===== config.mk =====
export PLATFORM = sky130hd
export DESIGN_NAME = snoop_cache_responder
export DESIGN_NICKNAME = d
export VERILOG_FILES = /design/src/rtl/snoop_pkg.sv /design/src/rtl/snoop_cache_responder.sv
export SDC_FILE = /design/constraint.sdc
export NUM_CORES = 1
export LEC_CHECK = 0
export ABC_AREA = 1
export BUFFER_PORTS_ARGS = -buffer_cell sky130_fd_sc_hd__buf_2
export CAP_MARGIN = 20
export CORE_AREA = 3 3 112 114
export DETAILED_ROUTE_END_ITERATION = 10
export DIE_AREA = 0 0 115 117
export HOLD_SLACK_MARGIN = 0.02
export PLACE_DENSITY = 0.73
export SLEW_MARGIN = 20
export SYNTH_ARGS = -nofsm -noshare
export SYNTH_HDL_FRONTEND = slang
export SYNTH_SLANG_ARGS = --single-unit
export TNS_END_PERCENT = 1

===== constraint.sdc =====
create_clock -name clk_i -period 2.7 [get_ports clk_i]
set_clock_uncertainty 0.05 [all_clocks]
set_input_delay 0.27 -clock clk_i [delete_from_list [all_inputs] [get_ports clk_i]]
set_output_delay 0.27 -clock clk_i [all_outputs]
set_load 0.005 [all_outputs]

===== src/rtl/snoop_pkg.sv =====
// Snoop agent types and the shared snoop decision function.
// SNOOP_RESP_DVM_EN: answer DVM snoops with resp 0; otherwise they are flagged as errors.
package snoop_pkg;

  typedef enum logic [3:0] {
    SNP_READ_ONCE     = 4'b0000,
    SNP_READ_SHARED   = 4'b0001,
    SNP_READ_CLEAN    = 4'b0010,
    SNP_READ_NSD      = 4'b0011,
    SNP_READ_UNIQUE   = 4'b0111,
    SNP_CLEAN_SHARED  = 4'b1000,
    SNP_CLEAN_INVALID = 4'b1001,
    SNP_MAKE_INVALID  = 4'b1101,
    SNP_DVM_COMPLETE  = 4'b1110,
    SNP_DVM_MESSAGE   = 4'b1111
  } acsnoop_t;

  typedef logic [2:0] acprot_t;

  typedef struct packed {
    logic was_unique;
    logic is_shared;
    logic pass_dirty;
    logic error;
    logic data_transfer;
  } crresp_t;

  typedef struct packed {
    logic hit;
    logic dirty;
    logic shared;
  } line_state_t;

  typedef struct packed {
    logic invalidate;
    logic clean;
    logic shared;
  } snoop_upd_t;

  typedef struct packed {
    crresp_t    resp;
    snoop_upd_t upd;
  } snoop_dec_t;

  function automatic logic snoop_needs_lookup(acsnoop_t snp);
    case (snp)
      SNP_READ_ONCE, SNP_READ_SHARED, SNP_READ_CLEAN,
      SNP_READ_NSD, SNP_READ_UNIQUE, SNP_CLEAN_SHARED,
      SNP_CLEAN_INVALID, SNP_MAKE_INVALID: return 1'b1;
      default: return 1'b0;
    endcase
  endfunction

  function automatic snoop_dec_t snoop_decide(
    acsnoop_t    snp,
    line_state_t ls
  );
    snoop_dec_t d;
    d = '0;
    case (snp)
      SNP_READ_ONCE: begin
        d.resp.is_shared     = 1'b1;
        d.resp.data_transfer = 1'b1;
      end
      SNP_READ_SHARED, SNP_READ_CLEAN, SNP_READ_NSD: begin
        d.resp.is_shared     = 1'b1;
        d.resp.data_transfer = 1'b1;
        d.resp.pass_dirty    = ls.dirty;
        d.upd.shared         = 1'b1;
        d.upd.clean          = ls.dirty;
      end
      SNP_READ_UNIQUE: begin
        d.resp.data_transfer = 1'b1;
        d.resp.pass_dirty    = ls.dirty;
        d.upd.invalidate     = 1'b1;
      end
      SNP_CLEAN_SHARED: begin
        d.resp.data_transfer = ls.dirty;
        d.resp.pass_dirty    = ls.dirty;
        d.resp.is_shared     = 1'b1;
        d.upd.clean          = ls.dirty;
      end
      SNP_CLEAN_INVALID: begin
        d.resp.data_transfer = ls.dirty;
        d.resp.pass_dirty    = ls.dirty;
        d.upd.invalidate     = 1'b1;
      end
      SNP_MAKE_INVALID: begin
        d.upd.invalidate = 1'b1;
      end
`ifdef SNOOP_RESP_DVM_EN
      SNP_DVM_COMPLETE, SNP_DVM_MESSAGE: begin
        return d;
      end
`endif
      default: begin
        d.resp.error = 1'b1;
        return d;
      end
    endcase
    d.resp.was_unique = !ls.shared;
    // A miss answers with an all-zero response and leaves the line alone
    if (!ls.hit) d = '0;
    return d;
  endfunction

endpackage


===== src/rtl/snoop_cache_responder.sv =====
// Snoop-side responder: AC request -> tag lookup -> CR response -> CD beats -> state update.
// SNOOP_RESP_DVM_EN (see snoop_pkg) selects DVM support.
module snoop_cache_responder
  import snoop_pkg::*;
#(
  parameter int AddrWidth = 64,
  parameter int DataWidth = 64,
  parameter int CdBeats   = 4,
  localparam int IdxW     = (CdBeats > 1) ? $clog2(CdBeats) : 1
) (
  input  logic                 clk_i,
  input  logic                 rst_ni,
  input  logic                 ac_valid_i,
  output logic                 ac_ready_o,
  input  logic [AddrWidth-1:0] ac_addr_i,
  input  logic [3:0]           ac_snoop_i,
  input  logic [2:0]           ac_prot_i,
  output logic                 cr_valid_o,
  input  logic                 cr_ready_i,
  output logic [4:0]           cr_resp_o,
  output logic                 cd_valid_o,
  input  logic                 cd_ready_i,
  output logic [DataWidth-1:0] cd_data_o,
  output logic                 cd_last_o,
  output logic                 lu_req_o,
  output logic [AddrWidth-1:0] lu_addr_o,
  input  logic                 lu_hit_i,
  input  logic                 lu_dirty_i,
  input  logic                 lu_shared_i,
  output logic                 rd_req_o,
  output logic [IdxW-1:0]      rd_idx_o,
  input  logic [DataWidth-1:0] rd_data_i,
  output logic                 upd_valid_o,
  output logic                 upd_invalidate_o,
  output logic                 upd_clean_o,
  output logic                 upd_shared_o
);

  typedef enum logic [2:0] {
    S_IDLE, S_LOOKUP, S_RESP, S_RD, S_SEND
  } state_e;

  state_e              state_q, state_d;
  acsnoop_t            snoop_q;
  logic                look_q;
  crresp_t             resp_q;
  snoop_upd_t          upd_q;
  logic [IdxW-1:0]     cnt_q;
  logic [DataWidth-1:0] data_q;
  logic                cap_q;

  acsnoop_t    ac_snoop;
  line_state_t ls;
  snoop_dec_t  dec;
  logic        ac_hs, cd_hs, last_beat, upd_fire;
  logic        unused_prot;

  assign unused_prot = ^ac_prot_i;
  assign ac_snoop    = acsnoop_t'(ac_snoop_i);
  assign ac_hs       = (state_q == S_IDLE) && ac_valid_i;
  assign cd_hs       = (state_q == S_SEND) && cd_ready_i;
  assign last_beat   = cnt_q == IdxW'(CdBeats - 1);
  assign ls          = '{hit: lu_hit_i & look_q,
                         dirty: lu_dirty_i,
                         shared: lu_shared_i};
  assign dec         = snoop_decide(snoop_q, ls);

  always_ff @(posedge clk_i or negedge rst_ni) begin
    if (!rst_ni) state_q <= S_IDLE;
    else         state_q <= state_d;
  end

  always_ff @(posedge clk_i or negedge rst_ni) begin
    if (!rst_ni) begin
      snoop_q <= SNP_READ_ONCE;
      look_q  <= 1'b0;
      resp_q  <= '0;
      upd_q   <= '0;
      cnt_q   <= '0;
      data_q  <= '0;
      cap_q   <= 1'b0;
    end else begin
      if (ac_hs) begin
        snoop_q <= ac_snoop;
        look_q  <= snoop_needs_lookup(ac_snoop);
      end
      if (state_q == S_LOOKUP) begin
        resp_q <= dec.resp;
        upd_q  <= dec.upd;
      end
      // First SEND cycle forwards the array output, later cycles replay it
      if (state_q == S_SEND && !cap_q) data_q <= rd_data_i;
      cap_q <= (state_q == S_SEND) && !cd_hs;
      if (cd_hs) cnt_q <= last_beat ? '0 : cnt_q + 1'b1;
    end
  end

  always_comb begin
    state_d = state_q;
    unique case (state_q)
      S_IDLE:   if (ac_valid_i) state_d = S_LOOKUP;
      S_LOOKUP: state_d = S_RESP;
      S_RESP:
        if (cr_ready_i)
          state_d = resp_q.data_transfer ? S_RD : S_IDLE;
      S_RD:     state_d = S_SEND;
      S_SEND:
        if (cd_ready_i)
          state_d = last_beat ? S_IDLE : S_RD;
      default:  state_d = S_IDLE;
    endcase
  end

  always_comb begin
    ac_ready_o = 1'b0;
    lu_req_o   = 1'b0;
    lu_addr_o  = '0;
    cr_valid_o = 1'b0;
    cr_resp_o  = '0;
    rd_req_o   = 1'b0;
    rd_idx_o   = '0;
    cd_valid_o = 1'b0;
    cd_data_o  = '0;
    cd_last_o  = 1'b0;
    upd_fire   = 1'b0;
    unique case (state_q)
      S_IDLE: begin
        ac_ready_o = 1'b1;
        lu_req_o   = ac_valid_i & snoop_needs_lookup(ac_snoop);
        lu_addr_o  = lu_req_o ? ac_addr_i : '0;
      end
      S_RESP: begin
        cr_valid_o = 1'b1;
        cr_resp_o  = resp_q;
        upd_fire   = cr_ready_i & !resp_q.data_transfer;
      end
      S_RD: begin
        rd_req_o = 1'b1;
        rd_idx_o = cnt_q;
      end
      S_SEND: begin
        cd_valid_o = 1'b1;
        cd_data_o  = cap_q ? data_q : rd_data_i;
        cd_last_o  = last_beat;
        upd_fire   = cd_ready_i & last_beat;
      end
      default: ;
    endcase
    upd_valid_o      = upd_fire & (|upd_q);
    upd_invalidate_o = upd_valid_o & upd_q.invalidate;
    upd_clean_o      = upd_valid_o & upd_q.clean;
    upd_shared_o     = upd_valid_o & upd_q.shared;
  end

endmodule


---- After elaboration in Yosys (flattened, before gate mapping) ----
Memories as Yosys holds them, arrays and structs flattened. A register that Yosys moved wholly into a read port is not among the register bits.
Index checks and enable logic that the tools add are counted.
storage, ports and cells
  register bits after elaboration ......... 82
  bits in read-only memories .............. 32
  output and inout bits ................... 145
  logic and storage cells ................. 89
  memories kept ........................... 2
operators by class
  add/sub/neg operators ................... 1
  eq/ne operators ......................... 15
  mux-type cells .......................... 29
  bitwise operators ....................... 8
  reduce and logical (&&, ||, !) cells .... 21
memories
  name              words  width  read ports  clocked after memory_dff  write ports  line             RTL
  (name not given)  16     1      1           1                         0            snoop_pkg.sv:46  case (snp)
  (name not given)  16     1      1           0                         0            snoop_pkg.sv:46
operators by type and width
  cell                count
  $mux 64             4
  $mux 8              2
  $pmux 3 s5          1
  $eq 4x4->1 const B  3
  $mux 1              12
  $reduce_or 5->1     2
  $mux 3              3
  $reduce_or 3->1     3
  $and 1x1->1         8
  $eq 4x2->1 const B  2
  $mux 2              4
  $reduce_or 8->1     1
  $eq 3x2->1 const B  2
  $ne 2x2->1 const B  3
  $reduce_or 6->1     1
  $logic_not 1->1     5
  $mux 5              1
  $eq 4x1->1 const B  1
  $eq 4x3->1 const B  1
  $logic_and 1x1->1   4
  $logic_not 4->1     1
  $pmux 1 s2          2
  $reduce_or 4->1     1
  $eq 3x1->1 const B  1
  other kinds (6)     6

---- Depth between registers and ports, before layout ----
Gate-level depths: netlist of run 1.
  depth in word-level cells ............... 5
  mapped depth ............................ 9
  gate-level depth less buffers ........... 8

---- Worst setup path after synthesis of run 1 ----
No wires, ideal clock.
  path type ............................... reg-to-output
  from .................................... reg state_q[0]
  to ...................................... out lu_addr_o[55]
  data arrival time ....................... 1.366 ns
  required time ........................... 2.380 ns
  path slack .............................. 1.014 ns
  stages on the path, launching flop included .. 10
  path buffers ............................ 2
  path through ............................ dfrtp_1 nor2_4 inv_2 nor2_4 nand2_1 clkinv_2 nand3_2 buf_6 buf_6 nor2_1
between the ends
  word-level cells in the longest chain between the ends .. 2
RTL lines
  what                    line                          RTL
  start, declared         snoop_cache_responder.sv:43   state_e state_q, state_d;
  start signal, assigned  snoop_cache_responder.sv:70   else state_q <= state_d;
  $logic_not 3->1         snoop_cache_responder.sv:126  unique case (state_q)
  $mux 64                 snoop_cache_responder.sv:126
  end, declared           snoop_cache_responder.sv:26   output logic [AddrWidth-1:0] lu_addr_o,
Every way passes these cells.

---- Worst setup path after layout of run 1 ----
  from .................................... reg state_q[0]
  to ...................................... out cd_data_o[38]
between the ends
  word-level cells in the longest chain between the ends .. 2
RTL lines
  what           line                          RTL
  $eq 3x3->1     snoop_cache_responder.sv:126
  $mux 64        snoop_cache_responder.sv:126
  end, declared  snoop_cache_responder.sv:23   output logic [DataWidth-1:0] cd_data_o,
Every way passes these cells.

==> summary.md, run 1 <==
| Metric | Value |
|---|---|
| Top cells by area, synth | dfrtp_1, o21ai_0, inv_1, nand2_1, nor2_1 |
| Leakage | 0.003937 µW |
| Wire per inst | 11.98 µm |
| R2R Setup Slk | 0.98 ns |
| Critical Path Fanout Max | 31 |
| Area growth, synth to finish | 41.18% |
| Num CTS Buffers | 9 |
| Reg2reg end | data_q[14] |
| Clk slew on worst S/H paths | 0.06 ns |
| Overall power | 5226 µW |
| PwrDens | 831.1 nW/µm² |
| Fillers | 1134 |
| WP data arrival | 2.18 ns |
| Hold WS | 0.1063 ns |
| Initial antenna violation count | 2 |
| Synth Area in Adders | 0.2809% |
| TritonCTS clock tree | built |
| Fmax | 400.7 MHz |
| Worst vdd ir | 460.0 µV |
| Die W | 115 µm |
| Average cell area after synthesis | 7.070 µm² |
| Multiplexer area fraction after synthesis | 0% |
| Max-Cap Viols | 0 |
| Crit end category | output pin |
| Setup TNS | 0 ns |
| Yosys reg bits | 83 |
| FP Rows | 39 |
| RePlAce Congestion | 0.7775 |
| Worst skew pair latency | 0.33 ns |
| Via/cell ratio | 4.383 |
| Initial Util | 38.68% |
| Vias in the first global route | 3825 |
| Synth unique cells | 23 |
| Most frequent cells in the layout | buf_2, inv_1, o21ai_0 |
| Slowest-stage cell, CP | dfrtp_1 |
| Crit-path leading delay family | simple AND/OR/NAND/NOR gates |
| Status | finished, final reports clean |
| Commonest non-fill, non-tap cell in the layout | buf_2 |
| Hold EP | snoop_q[0] |
| Drt drc | 0 |
| Die H | 117 µm |
| Final Max Slew Viols | 0 |
| DIE AREA | 13460 µm² |
| Slew HR | 60.89% |
| Post-Synth Simple-Gate Area | 19.35% |
| RR Startpoint | state_q[0] |
| H-Tree Depth | 3 |
| IO Count | 288 |
| GR Overflow Total | 0 |
| Setup violations, final | 0 |
| PortBufs | 284 |
| Share of the synthesized area in the top cell type | 46.63% |
| Largest family of logic cells by synthesized area | simple AND/OR/NAND/NOR gates |
| Gate Count Post-Synth | 630 |
| Synth area leader | dfrtp_1 |
| Period utilisation layout | 92.44% |
| All-Layer GR Usage | 16.99% |
| Diodes inserted | 0 |
| Worst min-delay path startpoint | ac_snoop_i[0] |
| Via count | 4615 |
| Tightest Pin Transition | 0.5867 ns |
| CTS root buffer | clkbuf_16 |
| Hold Path Depth | 3 |
| Synth Cell Area | 4454 µm² |
| Setup CP Type | flip-flop to output pin |
| CP cell instances | nor2_4 -> inv_2 -> nor2_4 -> nand2_2 -> buf_4 -> o21ai_0 -> buf_2 |
| Total length of routed wires | 12620 µm |
| Share of cells above drive strength 1 | 34.73% |
| Type of element launching the critical path | flip-flop |
| Clk sink count | 83 |
| Post-CTS setup buffer count | 0 |
| First-pass GRT wire length | 18440 µm |
| Post-route ant nets | 0 |
| Syn_nets | 774 |
| First-iteration detailed-routing DRC count | 243 |
| Final Hold Viols | 0 |
| Min-delay worst type | primary input to flip-flop |
| Worst EP required | 2.38 ns |
| Register area share after synthesis | 46.63% |
| Period minus WS final | 2.496 ns |
| Crit path buf inv count | 3 |
| Fin nets | 1049 |
| RSZ-0062 raised after global routing | false |
| Synth Area in Compound Gates | 16.29% |
| Reg2reg path depth | 8 |
| Xor/xnor cell area share of the yosys netlist | 0% |
| Core box area | 11520 µm² |
| CP max stage delay | 0.44 ns |
| Synth warnings | 0 |
| Detailed placer's ending HPWL | 9736 µm |
| Pre-antenna DRT Iters | 4 |
| Max Root-Sink Buffers | 2 |
| Pin count of the biggest net entering global routing | 96 |
| CP dominant cell by count | nor2_4 |
cells by family after synthesis:
kind of cell,count (synthesis)
flip-flops,83
AO/OA/AOI/OAI,144
adder cells (fa/ha/maj),1
AND/OR/NAND/NOR,216
buffers and inverters,186
worst reg2reg max path: stages (launching register included):
cell     delay [ns]
dfrtp_1        0.44
nor2_4         0.18
inv_2          0.08
nor2_4         0.13
inv_2          0.07
nor2_4         0.11
buf_12         0.31
nand2_1        0.14
o21ai_0        0.12
per-stage QoR:
step | utilization [%] | instances | instance area, µm² | setup slack [ns]
2_1_floorplan | - | 630 | 4454 | 1.014
3_3_place_gp | 51.83 | 1036 | 5968 | 0.5548
3_5_place_dp | 51.83 | 1036 | 5968 | 0.5465
4_1_cts | 54.61 | 1053 | 6289 | 0.1893
5_1_grt | 54.61 | 1053 | 6289 | 0.009988
6_report | 54.61 | 1053 | 6289 | 0.2042
report_power, final:
| part | switching (µW) | internal (µW) |
|---|---|---|
| Sequential | 216 | 1840 |
| Combinational | 1170 | 733 |
| Clock | 519 | 750 |
sequential cells by signal, indices dropped and copies added (netlist names):
name     cells
resp_q       5
data_q      64
snoop_q      4
state_q      3
look_q       1
cnt_q        2
cap_q        1
upd_q        3
worst max path at each step:
stage	from	to	cells past startpoint
floorplan	state_q[0]	lu_addr_o[55]	9
global placement	state_q[0]	cd_data_o[27]	7
global route	state_q[0]	cd_data_o[2]	7
finish	state_q[0]	cd_data_o[38]	7
CTS	state_q[0]	cd_data_o[38]	7
detailed placement	state_q[0]	cd_data_o[38]	7
area by class of cell:
cell class	instances	area (µm²)	share of cell area, %
clock buffers	10	239.0	3.800
inverters	159	598.1	9.511
flip-flops and latches	83	2077	33.03
repair buffers	291	1516	24.11
clock inverters	6	71.32	1.134
well taps	143	178.9	2.845
multi-input cells	361	1608	25.57
metal layers:
layer | share of wire (%) | up-vias | global-route usage [%] | routed length, µm
li1 | - | 2435 | - | -
met1 | 45 | 2000 | 25.17 | 5725
met2 | 47 | 160 | 25.46 | 5868
met3 | 7.2 | 16 | 4.216 | 909
met4 | 0.72 | 4 | 3.286 | 91
met5 | 0.18 | - | 0 | 23
timing repair:
item                      in CTS  in global routing
hold endpoints to repair      43                  0
hold buffers                   1                  0
resized for setup              0                  0
Yosys cell counts (all sizes together):
library cell / count
inv: 158
o21ai: 139
nand2: 106
nor2: 97
dfrtp: 83
buf: 21
nand3: 9
clkbuf: 6
a21oi: 2
nand4: 2
o22ai: 2
clkinv: 1
ha: 1
nand3b: 1
nor3: 1
o31ai: 1
Note: power is estimated with default switching activity, not from simulation.
==> run 2, diff against run 1 <==
--- a/config.mk
+++ b/config.mk
@@ -6,13 +6,12 @@
 export NUM_CORES = 1
 export LEC_CHECK = 0
 export ABC_AREA = 1
-export BUFFER_PORTS_ARGS = -buffer_cell sky130_fd_sc_hd__buf_2
-export CAP_MARGIN = 20
+export CAP_MARGIN = 5
 export CORE_AREA = 3 3 112 114
 export DETAILED_ROUTE_END_ITERATION = 10
 export DIE_AREA = 0 0 115 117
+export DONT_BUFFER_PORTS = 1
 export HOLD_SLACK_MARGIN = 0.02
-export PLACE_DENSITY = 0.73
 export SLEW_MARGIN = 20
 export SYNTH_ARGS = -nofsm -noshare
 export SYNTH_HDL_FRONTEND = slang
==> run 2 against run 1 <==
Worst setup slack gained 0.046 ns. Highest routed layer is now met4. Clock power shrank 5%. Sequential share of layout area increased by 8.2 points. Final area decreased by 20%. Final cell count down 25%. Total power fell by 6.8%. Combinational power down 16%. Fmax is 1.9% higher. Largest cell class unchanged. Critical path depth rose by 1.
==> summary.md, run 2 (synthesis results as in run 1) <==
| Metric | Value |
|---|---|
| Via/cell ratio | 4.897 |
| All-Layer GR Usage | 16.24% |
| Final Hold Viols | 0 |
| Worst skew pair latency | 0.33 ns |
| Die H | 117 µm |
| Slew HR | 66.79% |
| Min-delay worst type | primary input to flip-flop |
| Post-CTS setup buffer count | 0 |
| Total length of routed wires | 12020 µm |
| FP Rows | 39 |
| Fillers | 1132 |
| Type of element launching the critical path | flip-flop |
| Fmax | 408.2 MHz |
| PwrDens | 967.8 nW/µm² |
| Worst EP required | 2.38 ns |
| Most frequent cells in the layout | inv_1, o21ai_0, nand2_1 |
| Via count | 3859 |
| GR Overflow Total | 0 |
| Setup CP Type | flip-flop to output pin |
| Wire per inst | 15.26 µm |
| Max Root-Sink Buffers | 2 |
| Crit end category | output pin |
| IO Count | 288 |
| Tightest Pin Transition | 0.4982 ns |
| Initial antenna violation count | 1 |
| Largest regs | data_q x64, resp_q x5, snoop_q x4 |
| Setup violations, final | 0 |
| Largest register FFs | 64 |
| Worst vdd ir | 437.6 µV |
| Top reg by flops | data_q |
| H-Tree Depth | 3 |
| WP data arrival | 2.13 ns |
| Hold Path Depth | 2 |
| Share of cells above drive strength 1 | 4.814% |
| Post-layout util | 43.72% |
| Detailed placer's ending HPWL | 9127 µm |
| Clk slew on worst S/H paths | 0.06 ns |
| RSZ-0062 raised after global routing | false |
| Initial Util | 38.68% |
| Clk sink count | 83 |
| Period minus WS final | 2.450 ns |
| CTS root buffer | clkbuf_16 |
| First-pass GRT wire length | 16950 µm |
| Pin count of the biggest net entering global routing | 96 |
| Vias in the first global route | 3429 |
| PortBufs | 0 |
| First-iteration detailed-routing DRC count | 214 |
| Critical Path Fanout Max | 59 |
| DIE AREA | 13460 µm² |
| Fin nets | 784 |
| Core box area | 11520 µm² |
| Die W | 115 µm |
| Final Max Slew Viols | 0 |
| Commonest non-fill, non-tap cell in the layout | inv_1 |
| Reg2reg path depth | 8 |
| TritonCTS clock tree | built |
| RePlAce Congestion | 0.8273 |
| Status | finished, final reports clean |
| Hold WS | 0.03077 ns |
| Max-Cap Viols | 0 |
| Period utilisation layout | 90.73% |
| Area growth, synth to finish | 13.03% |
| Post-route ant nets | 0 |
| Setup TNS | 0 ns |
| Drt drc | 0 |
| Leakage | 0.002678 µW |
| Num CTS Buffers | 9 |
| Pre-antenna DRT Iters | 4 |
-- run 2: per-stage QoR --
stage	total power, µW	worst slack [ns]	std cells	area, µm²
floorplan	3328	1.014	630	4454
global placement	3563	0.6094	751	4512
detailed placement	3638	0.5784	751	4512
CTS	4929	0.1994	787	5032
global route	5297	0.06064	788	5035
finish	4873	0.2502	788	5035
-- run 2: worst paths after layout --
kind | start | to | slack, ns
min in group asynchronous | rst_ni | data_q[23] | 0.46
worst min register to register | look_q | look_q | 0.44
worst max register to register | state_q[0] | data_q[51] | 0.90
max in group asynchronous | rst_ni | data_q[39] | 1.80
worst max-delay path | state_q[0] | lu_addr_o[54] | 0.25
worst min-delay path | rd_data_i[14] | data_q[14] | 0.03
-- run 2: metal layers --
metal	vias to the layer above	share of wire (%)	routed length (µm)	track usage, %
met5	-	0	0	0
met4	0	1.3	158	5.712
met3	12	9.6	1150	5.861
met2	181	49	5934	27.31
met1	1760	40	4778	19.27
li1	1906	-	-	-
-- run 2: power breakdown --
part           switching [µW]  internal (µW)
clock network             474            732
registers                 221           1840
logic                    1100            506
total                    1790           3080
-- run 2: timing repair --
action	in CTS	in global routing
endpoints found under the hold margin	102	0
hold buffers	21	0
resized for setup	0	0
-- run 2: area by class of cell --
cell class,instances,area [µm²],share of cell area (%)
sequential,83,2077,41.25
multi-input combinational,361,1608,31.93
inverter,159,598.1,11.88
timing repair buffer,26,277.8,5.517
clock buffer,10,239.0,4.747
tap,143,178.9,3.554
clock inverter,5,53.80,1.069
antenna,1,2.502,0.04970
-- run 2: critical path, stage by stage, from the launching register on --
cell	delay, ns
dfrtp_1	0.44
nor2_4	0.18
inv_2	0.08
nor2_4	0.13
nand2_1	0.12
clkinv_2	0.11
nand3_2	0.16
buf_4	0.33
nor2_1	0.22
==> run 3, diff against run 2 <==
--- a/config.mk
+++ b/config.mk
@@ -7,11 +7,14 @@
 export LEC_CHECK = 0
 export ABC_AREA = 1
 export CAP_MARGIN = 5
-export CORE_AREA = 3 3 112 114
+export CELL_PAD_IN_SITES_DETAIL_PLACEMENT = 2
+export CELL_PAD_IN_SITES_GLOBAL_PLACEMENT = 2
+export CORE_MARGIN = 3
+export CORE_UTILIZATION = 33
 export DETAILED_ROUTE_END_ITERATION = 10
-export DIE_AREA = 0 0 115 117
 export DONT_BUFFER_PORTS = 1
 export HOLD_SLACK_MARGIN = 0.02
+export PLACE_DENSITY_LB_ADDON = 0.1
 export SLEW_MARGIN = 20
 export SYNTH_ARGS = -nofsm -noshare
 export SYNTH_HDL_FRONTEND = slang
==> run 3 against run 2 <==
Die area increased by 11%. Sequential power about the same. Final cell count rose by 6.0%. Core utilization down 2.9 points. First-iteration DRC count fell by 23%. Combinational power increased by 13%. Flip-flop and latch count is the same. Fmax down 3.3%. Critical path depth stayed put.
==> summary.md, run 3 (synthesis results as in run 1) <==
| Metric | Value |
|---|---|
| Core box area | 12930 µm² |
| Clk slew on worst S/H paths | 0.06 ns |
| GR Util met2 | 38.23% |
| Vias in the first global route | 4571 |
| Post-CTS setup buffer count | 0 |
| Worst EP required | 2.38 ns |
| Commonest non-fill, non-tap cell in the layout | inv_1 |
| Total length of routed wires | 16020 µm |
| Leakage | 0.002764 µW |
| Post-route ant nets | 0 |
| First-iteration detailed-routing DRC count | 164 |
| Fmax | 394.7 MHz |
| H-Tree Depth | 3 |
| Share of cells above drive strength 1 | 6.184% |
| Setup CP Type | flip-flop to output pin |
| Via/cell ratio | 5.010 |
| Status | finished, final reports clean |
| RePlAce Congestion | 0.7537 |
| Grt met1 use | 21.97% |
| Max-Cap Viols | 0 |
| Period utilisation layout | 93.84% |
| DP Worst Slack | 0.4172 ns |
| Critical Path Fanout Max | 37 |
| Setup slack after layout | 0.1664 ns |
| Switching Share | 39.01% |
| Clk sink count | 83 |
| Largest regs | data_q x64, resp_q x5, snoop_q x4 |
| CTS root buffer | clkbuf_16 |
| Top reg by flops | data_q |
| Grt met3 use | 6.685% |
| DIE AREA | 14930 µm² |
| Pin count of the biggest net entering global routing | 84 |
| Logic gate share of total power | 35.1% |
| IO Count | 288 |
| Fillers | 1518 |
| Clk pwr share | 24.5% |
| GR Overflow Total | 0 |
| PwrDens | 979.3 nW/µm² |
| Period minus WS final | 2.534 ns |
| GR peak layer | met2 |
| Min-delay worst type | primary input to flip-flop |
| Final Hold Viols | 0 |
| PortBufs | 0 |
| WP data arrival | 2.21 ns |
| Via count | 4183 |
| Detailed placer's ending HPWL | 11770 µm |
| Wire per inst | 19.18 µm |
| Setup violations, final | 0 |
| Hold WS | 0.02710 ns |
| Max Root-Sink Buffers | 2 |
| Drt drc | 0 |
| Num CTS Buffers | 9 |
| TritonCTS clock tree | built |
| Pre-antenna DRT Iters | 4 |
| FP Rows | 41 |
| Worst skew pair latency | 0.34 ns |
| Net Switching | 2016 µW |
| Initial antenna violation count | 0 |
| Largest register FFs | 64 |
| Die H | 122.2 µm |
| First-pass GRT wire length | 24340 µm |
| RSZ-0062 raised after global routing | false |
| Slew HR | 62.08% |
| Setup TNS | 0 ns |
| Fin nets | 802 |
| Seq pwr share | 40.4% |
| All-Layer GR Usage | 20.78% |
| Diodes inserted | 0 |
| Int Power | 3151 µW |
| Crit end category | output pin |
| Worst vdd ir | 333.0 µV |
| Tightest Pin Transition | 0.5689 ns |
| Area growth, synth to finish | 18.46% |
| Final Max Slew Viols | 0 |
| Initial Util | 34.46% |
| Most frequent cells in the layout | inv_1, o21ai_0, nand2_1 |
| Die W | 122.2 µm |
| Type of element launching the critical path | flip-flop |
==> run 3: power groups by stage <==
stage	sequential, µW	clock (µW)	combinational, µW
after floorplan	2030	0	1300
after global placement	2070	0	1610
after detailed placement	2110	0	1740
after CTS	2090	1310	1840
after global routing	2160	1360	2130
final	2090	1270	1810
==> run 3: worst paths after layout <==
| kind | from | to | slack [ns] | cells after the start |
|---|---|---|---|---|
| max | state_q[0] | cd_data_o[26] | 0.17 | 8 |
| max reg2reg | state_q[0] | data_q[43] | 0.71 | 8 |
| min in group asynchronous | rst_ni | data_q[12] | 0.45 | 2 |
| min | ac_snoop_i[1] | snoop_q[1] | 0.03 | 2 |
| max in group asynchronous | rst_ni | data_q[17] | 1.81 | 2 |
| min reg2reg | resp_q[4] | resp_q[4] | 0.43 | 2 |
==> run 3: timing repair <==
action	CTS	global route
hold buffers	29	0
endpoints found under the hold margin	110	0
endpoints found under the setup margin	0	58
gates resized for setup	0	3
==> run 3: through the flow <==
stage	power (µW)	cells	utilization, %	instance area, µm²
after floorplan	3328	630	-	4454
after global placement	3681	789	35.98	4651
after detailed placement	3847	789	35.98	4651
after CTS	5237	834	40.70	5261
after global routing	5651	835	40.81	5276
final	5167	835	40.81	5276
==> run 3: metal layers <==
metal	part of all wire (%)	vias to the layer above	routed length, µm
li1	-	1942	-
met1	36	2044	5782
met2	54	169	8631
met3	7.2	28	1155
met4	2.8	0	448
met5	0	-	0
==> run 3: layout make-up <==
| cell class | instances | area, µm² | share of cell area, % |
|---|---|---|---|
| Sequential cell | 83 | 2078 | 39.39 |
| Multi-Input combinational cell | 362 | 1619 | 30.69 |
| Inverter | 159 | 598.1 | 11.34 |
| Timing Repair Buffer | 43 | 462.9 | 8.774 |
| Clock buffer | 10 | 229.0 | 4.340 |
| Tap cell | 172 | 215.2 | 4.079 |
| Clock inverter | 6 | 73.82 | 1.399 |
==> run 3: critical path, cell delays in order (launching register included) <==
cell	delay (ns)
dfrtp_2	0.45
nor2_4	0.18
inv_2	0.09
nor2_4	0.15
inv_2	0.10
nor2_4	0.38
buf_12	0.25
nand2_1	0.10
o21ai_1	0.16
